<file path="src/rtl/keypad_scanner_4x4.sv">
// 4x4 matrix keypad scanner: rotates an active-low column drive, debounces whole-keypad
// snapshots and emits one pulse per clean single-key press, shifting codes into a 4-digit register.
module keypad_scanner_4x4 #(
    parameter int SCAN_TICKS     = 1350,
    parameter int DEBOUNCE_SCANS = 4
) (
    input  logic        clk,
    input  logic        rst,
    input  logic [3:0]  row,
    output logic [3:0]  col,
    output logic        key_valid,
    output logic [3:0]  key_code,
    output logic        key_held,
    output logic [15:0] digits
);

    localparam int TW = $clog2(SCAN_TICKS);
    localparam int CW = $clog2(DEBOUNCE_SCANS + 1);
    localparam logic [TW-1:0] TICK_LAST = TW'(SCAN_TICKS - 1);
    localparam logic [CW-1:0] CNT_MAX   = CW'(DEBOUNCE_SCANS);

    logic [3:0]    row_meta;
    logic [3:0]    row_sync;
    logic [TW-1:0] tick;
    logic [1:0]    idx;
    logic [15:0]   snapshot;
    logic [15:0]   previous;
    logic [15:0]   stable;
    logic [CW-1:0] deb_cnt;
    logic          stable_upd;
    logic          armed;

    logic          sample_now;
    logic [15:0]   snap_next;
    logic [CW-1:0] cnt_next;
    logic          first_reach;
    logic [4:0]    ones;
    logic [3:0]    code_sel;

    // Bit index is col*4+row; the table below maps it to the printed legend.
    function automatic logic [3:0] key_lut(input logic [3:0] bit_idx);
        case (bit_idx)
            4'd0:  key_lut = 4'h1;
            4'd1:  key_lut = 4'h4;
            4'd2:  key_lut = 4'h7;
            4'd3:  key_lut = 4'hE;
            4'd4:  key_lut = 4'h2;
            4'd5:  key_lut = 4'h5;
            4'd6:  key_lut = 4'h8;
            4'd7:  key_lut = 4'h0;
            4'd8:  key_lut = 4'h3;
            4'd9:  key_lut = 4'h6;
            4'd10: key_lut = 4'h9;
            4'd11: key_lut = 4'hF;
            4'd12: key_lut = 4'hA;
            4'd13: key_lut = 4'hB;
            4'd14: key_lut = 4'hC;
            default: key_lut = 4'hD;
        endcase
    endfunction

    always_comb begin
        sample_now = (tick == TICK_LAST);
        snap_next  = snapshot;
        snap_next[{idx, 2'b00} +: 4] = ~row_sync;
        if (snap_next == previous)
            cnt_next = (deb_cnt == CNT_MAX) ? deb_cnt : deb_cnt + CW'(1);
        else
            cnt_next = CW'(1);
        // A saturated count on an unchanged snapshot is not a new arrival.
        first_reach = (cnt_next == CNT_MAX) && !((snap_next == previous) && (deb_cnt == CNT_MAX));
    end

    always_comb begin
        ones     = '0;
        code_sel = '0;
        for (int i = 0; i < 16; i++) begin
            if (stable[i]) begin
                ones     = ones + 5'd1;
                code_sel = key_lut(4'(i));
            end
        end
    end

    always_ff @(posedge clk) begin
        if (rst) begin
            row_meta   <= 4'hF;
            row_sync   <= 4'hF;
            tick       <= '0;
            idx        <= '0;
            col        <= 4'b1110;
            snapshot   <= '0;
            previous   <= '0;
            stable     <= '0;
            deb_cnt    <= '0;
            stable_upd <= 1'b0;
        end else begin
            row_meta   <= row;
            row_sync   <= row_meta;
            stable_upd <= 1'b0;
            if (sample_now) begin
                tick     <= '0;
                idx      <= idx + 2'd1;
                col      <= ~(4'b0001 << (idx + 2'd1));
                snapshot <= snap_next;
                if (idx == 2'd3) begin
                    deb_cnt  <= cnt_next;
                    previous <= snap_next;
                    if (first_reach) begin
                        stable     <= snap_next;
                        stable_upd <= 1'b1;
                    end
                end
            end else begin
                tick <= tick + TW'(1);
            end
        end
    end

    // Decode only on a fresh debounced state, so a key held through reset stays disarmed.
    always_ff @(posedge clk) begin
        if (rst) begin
            key_valid <= 1'b0;
            key_code  <= 4'h0;
            key_held  <= 1'b0;
            digits    <= 16'h0000;
            armed     <= 1'b0;
        end else begin
            key_valid <= 1'b0;
            if (stable_upd) begin
                if (ones == 5'd0) begin
                    armed    <= 1'b1;
                    key_held <= 1'b0;
                end else if (ones == 5'd1) begin
                    key_held <= 1'b1;
                    if (armed) begin
                        key_valid <= 1'b1;
                        key_code  <= code_sel;
                        digits    <= {digits[11:0], code_sel};
                        armed     <= 1'b0;
                    end
                end else begin
                    key_held <= 1'b0;
                    armed    <= 1'b0;
                end
            end
        end
    end

endmodule

</file>
<file path="config.mk">
export PLATFORM = sky130hd
export DESIGN_NAME = keypad_scanner_4x4
export DESIGN_NICKNAME = d
export VERILOG_FILES = /design/src/rtl/keypad_scanner_4x4.sv
export SDC_FILE = /design/constraint.sdc
export NUM_CORES = 1
export LEC_CHECK = 0
export ABC_CLOCK_PERIOD_IN_PS = 10870
export CORE_MARGIN = 1
export CORE_UTILIZATION = 25
export DETAILED_ROUTE_END_ITERATION = 8
export MAX_ROUTING_LAYER = met4
export PLACE_DENSITY_LB_ADDON = 0.15
export RECOVER_POWER = 50
export SETUP_SLACK_MARGIN = 0.2
export SLEW_MARGIN = 10
export SYNTH_ARGS = -nofsm -noshare
export SYNTH_HDL_FRONTEND = slang
export SYNTH_SLANG_ARGS = --single-unit
</file>
<file path="constraint.sdc">
create_clock -name clk -period 10.87 [get_ports clk]
set_clock_uncertainty 0.2 [all_clocks]
set_input_delay 1.087 -clock clk [delete_from_list [all_inputs] [get_ports clk]]
set_output_delay 1.087 -clock clk [all_outputs]
set_load 0.005 [all_outputs]
</file>
==> results_dict.tcl <==
set metrics [dict create \
    status "finished with violations" \
    violations "max-capacitance violations, max-slew violations" \
    r2r_cells 44 \
    ys_seq_elements 96 \
    vias_per_cell 4.59 \
    fin_tns_setup_ns 0 \
    final_cell_mix "nor2_1 (96), dfxtp_1 (95), a211oi_1 (49), nand2_1 (42), xnor2_1 (41)" \
    yosys_most_used_dff "dfxtp_1" \
    max_freq_mhz 100 \
    synth-xor-area-share_pct 14.4 \
    finalInstanceArea_um2 6960 \
    cts_tree "built" \
    antenna_cells 0 \
    insertion_delay_ns 0.35 \
    fin_util_pct 29.5 \
    synth_adder_area_share_pct 5.33 \
    clk_pin_slew_ns 0.07 \
    drt_first_pass_iters 4 \
    setup_ws_ns 0.881 \
    placed_cell_area_um2 6570 \
    required_ns 10.91 \
    tightest_slew_ns 2.93 \
    peakVddDrop_mv 0.0813 \
    cts_sinks 96 \
    synth_simple_gate_area_share_pct 21.8 \
    antenna_left 0 \
    die_w_um 158 \
    drv_slew 69 \
    netlist_instances 705 \
    p_clk_share_pct 48.5 \
    drv_cap 1 \
    power.leakage_nw 2.55 \
    final_common_cell "nor2_1" \
    hold_viol_final 0 \
    rows 56 \
    p_seq_share_pct 49.4 \
    io_pins 32 \
    yosys_warnings 0 \
    cp-end-kind "flop" \
    wl_per_cell_um 13.3 \
    crit_arrival_ns 10.03 \
    grt_pass1_vias 4693 \
    syn_area_per_cell_um2 8.59 \
    min_period_ns 9.99 \
    synth_compound_area_share_pct 16.6 \
    die_area_um2 24900 \
    path_class "flop to flop" \
    cts-root-buf "clkbuf_16" \
    grt_usage_pct 12.0 \
    combPwrFrac_pct 2.1 \
    area_growth_pct 14.8 \
    crit_slowest_cell "dfxtp_1" \
    synthesis.nets 736 \
    rsz0062_at_grt "no" \
    antenna_found_initial 0 \
    cts.htree.levels 3 \
    slowest_delay_ns 0.38 \
    hold_path_class "flop to flop" \
    gp_congestion 0.792 \
    nets 736 \
    drc 0 \
    switchingPower_uw 151 \
    whs_path_depth 1 \
    synthMuxAreaShare_pct 5.29 \
    io_buffers 31 \
    synthesis.area_um2 6060 \
    die_h_um 158 \
    drive_gt1_share_pct 10.1 \
    setup_viol 0 \
    p_per_area_nw_per_um2 103 \
    yosysSeqAreaShare_pct 31.7 \
    cts_buffers 9 \
    dpl.hpwl_um 10000 \
    synth-edff-count 0 \
    drt-initial-drc-count 100 \
    routed_wl_um 13700 \
    overflow 0 \
    slew_headroom_pct -95.1 \
    grt_first_pass_wirelength_um 23400 \
    cp_common_cell "ha_1" \
    period_share_pct 91.9 \
    grt_max_degree 69 \
    dr_total_vias 4720 \
    swShare_pct 21.0 \
    synth_top_family_by_area "simple AND/OR/NAND/NOR gates" \
    crit_path_max_fanout 9 \
    synth_cell_type_count 73 \
    coreArea_um2 23600 \
    start_util_pct 25.7 \
    dp_slack_ns 0.504 \
    hold_buffers 0 \
    clockBufferDepth 2 \
    async_flop_share_pct 0 \
    start_kind "flop" \
    internal_power_uw 568 \
]
-- cells in the mapped netlist, drive strengths merged (4+ instances only) --
master	instances	area, um2
mux2	6	71.3
xor2	15	139
nand3b	4	30.0
nor4	7	43.8
o211ai	4	30.0
and2	6	37.5
nand2	43	169
xnor3	9	205
a21oi	33	169
a31oi	10	68.8
ha	25	313
nor2b	14	87.6
nor2	98	375
inv	18	67.6
xnor2	50	528
o21ai	21	105
mux2i	20	204
nor3	8	40.0
or2	11	68.8
dfxtp	96	1920
buf	10	80.1
or3	4	25.0
a211oi	50	380
nand2b	18	113
nand3	31	160
clkbuf	39	146
nand4	5	31.3
and3	4	25.0
-- kinds of logic after synthesis --
family                     Yosys count
and+or+nand+nor                    266
AOI/OAI and AO/OA                  148
DFF                                 96
xor gates and xnor gates            74
buffers and inverters               67
muxes                               28
adders and majority gates           26
-- layer usage --
metal	part of all wire, %	wire length (um)	up-vias	track usage [%]
li1	-	-	2482	-
met4	1.3	172	0	3.74
met1	50	6850	2199	15.5
met5	0	0	-	-
met2	47	6430	25	19.3
met3	1.6	224	14	1.64
-- through the flow --
| step | hold WS (ns) | std cells | power [mW] |
|---|---|---|---|
| 2_1_floorplan | 0.189 | 705 | 0.374 |
| 3_3_place_gp | 0.192 | 1009 | 0.378 |
| 3_5_place_dp | 0.193 | 1009 | 0.379 |
| 4_1_cts | 0.210 | 1025 | 0.732 |
| 5_1_grt | 0.236 | 1029 | 0.748 |
| 6_report | 0.211 | 1029 | 0.719 |
-- flip-flops by register name, summed over array words and instances (netlist names), 2 cells and up --
signal and cells:
deb_cnt 3, stable 16, previous 16, snapshot 16, tick 11, col 4
key_code 3, row_meta 4, digits 13, idx 2, row_sync 4
-- timing repair --
item / CTS / global route
gates resized for setup: 0 / 10
setup buffers: 0 / 4
endpoints found under the setup margin: 0 / 17
endpoints found under the hold margin: 0 / 0
-- power by group through the flow --
stage / Clock [mW] / Combinational (mW) / Sequential (mW)
3_5_place_dp: 0 / 0.0154 / 0.364
3_3_place_gp: 0 / 0.0150 / 0.363
4_1_cts: 0.361 / 0.0154 / 0.355
5_1_grt: 0.376 / 0.0169 / 0.356
2_1_floorplan: 0 / 0.0108 / 0.363
6_report: 0.349 / 0.0149 / 0.355
-- cell type report --
cell class / count / area, um2
flip-flops and latches: 96 / 1920
inverters: 18 / 67.6
multi-input cells: 542 / 3880
clock buffers: 10 / 239
clock inverters: 6 / 90.1
repair buffers: 38 / 353
fillers: 2533 / 16700
well taps: 319 / 399
-- critical path, delay by kind of cell (launching register included) --
| kind | cells | cell delay [ns] |
|---|---|---|
| fa+ha+maj | 14 | 4.18 |
| simple gates | 11 | 1.74 |
| mux | 6 | 1.68 |
| compound gates | 8 | 1.28 |
| flops | 1 | 0.38 |
| buf+inv | 4 | 0.30 |
| xor+xnor | 1 | 0.15 |
-- worst paths after layout --
kind,from,end,slack (ns)
worst max-delay path,stable[0]$_SDFFE_PP0P_,key_code[1]$_SDFFE_PP0P_,0.88
worst min-delay path,row_meta[1]$_SDFF_PP1_,row_sync[1]$_SDFF_PP1_,0.21
worst max register to register,stable[0]$_SDFFE_PP0P_,key_code[1]$_SDFFE_PP0P_,0.88
worst min register to register,row_meta[1]$_SDFF_PP1_,row_sync[1]$_SDFF_PP1_,0.21
Note: power is estimated with default switching activity, not from simulation.
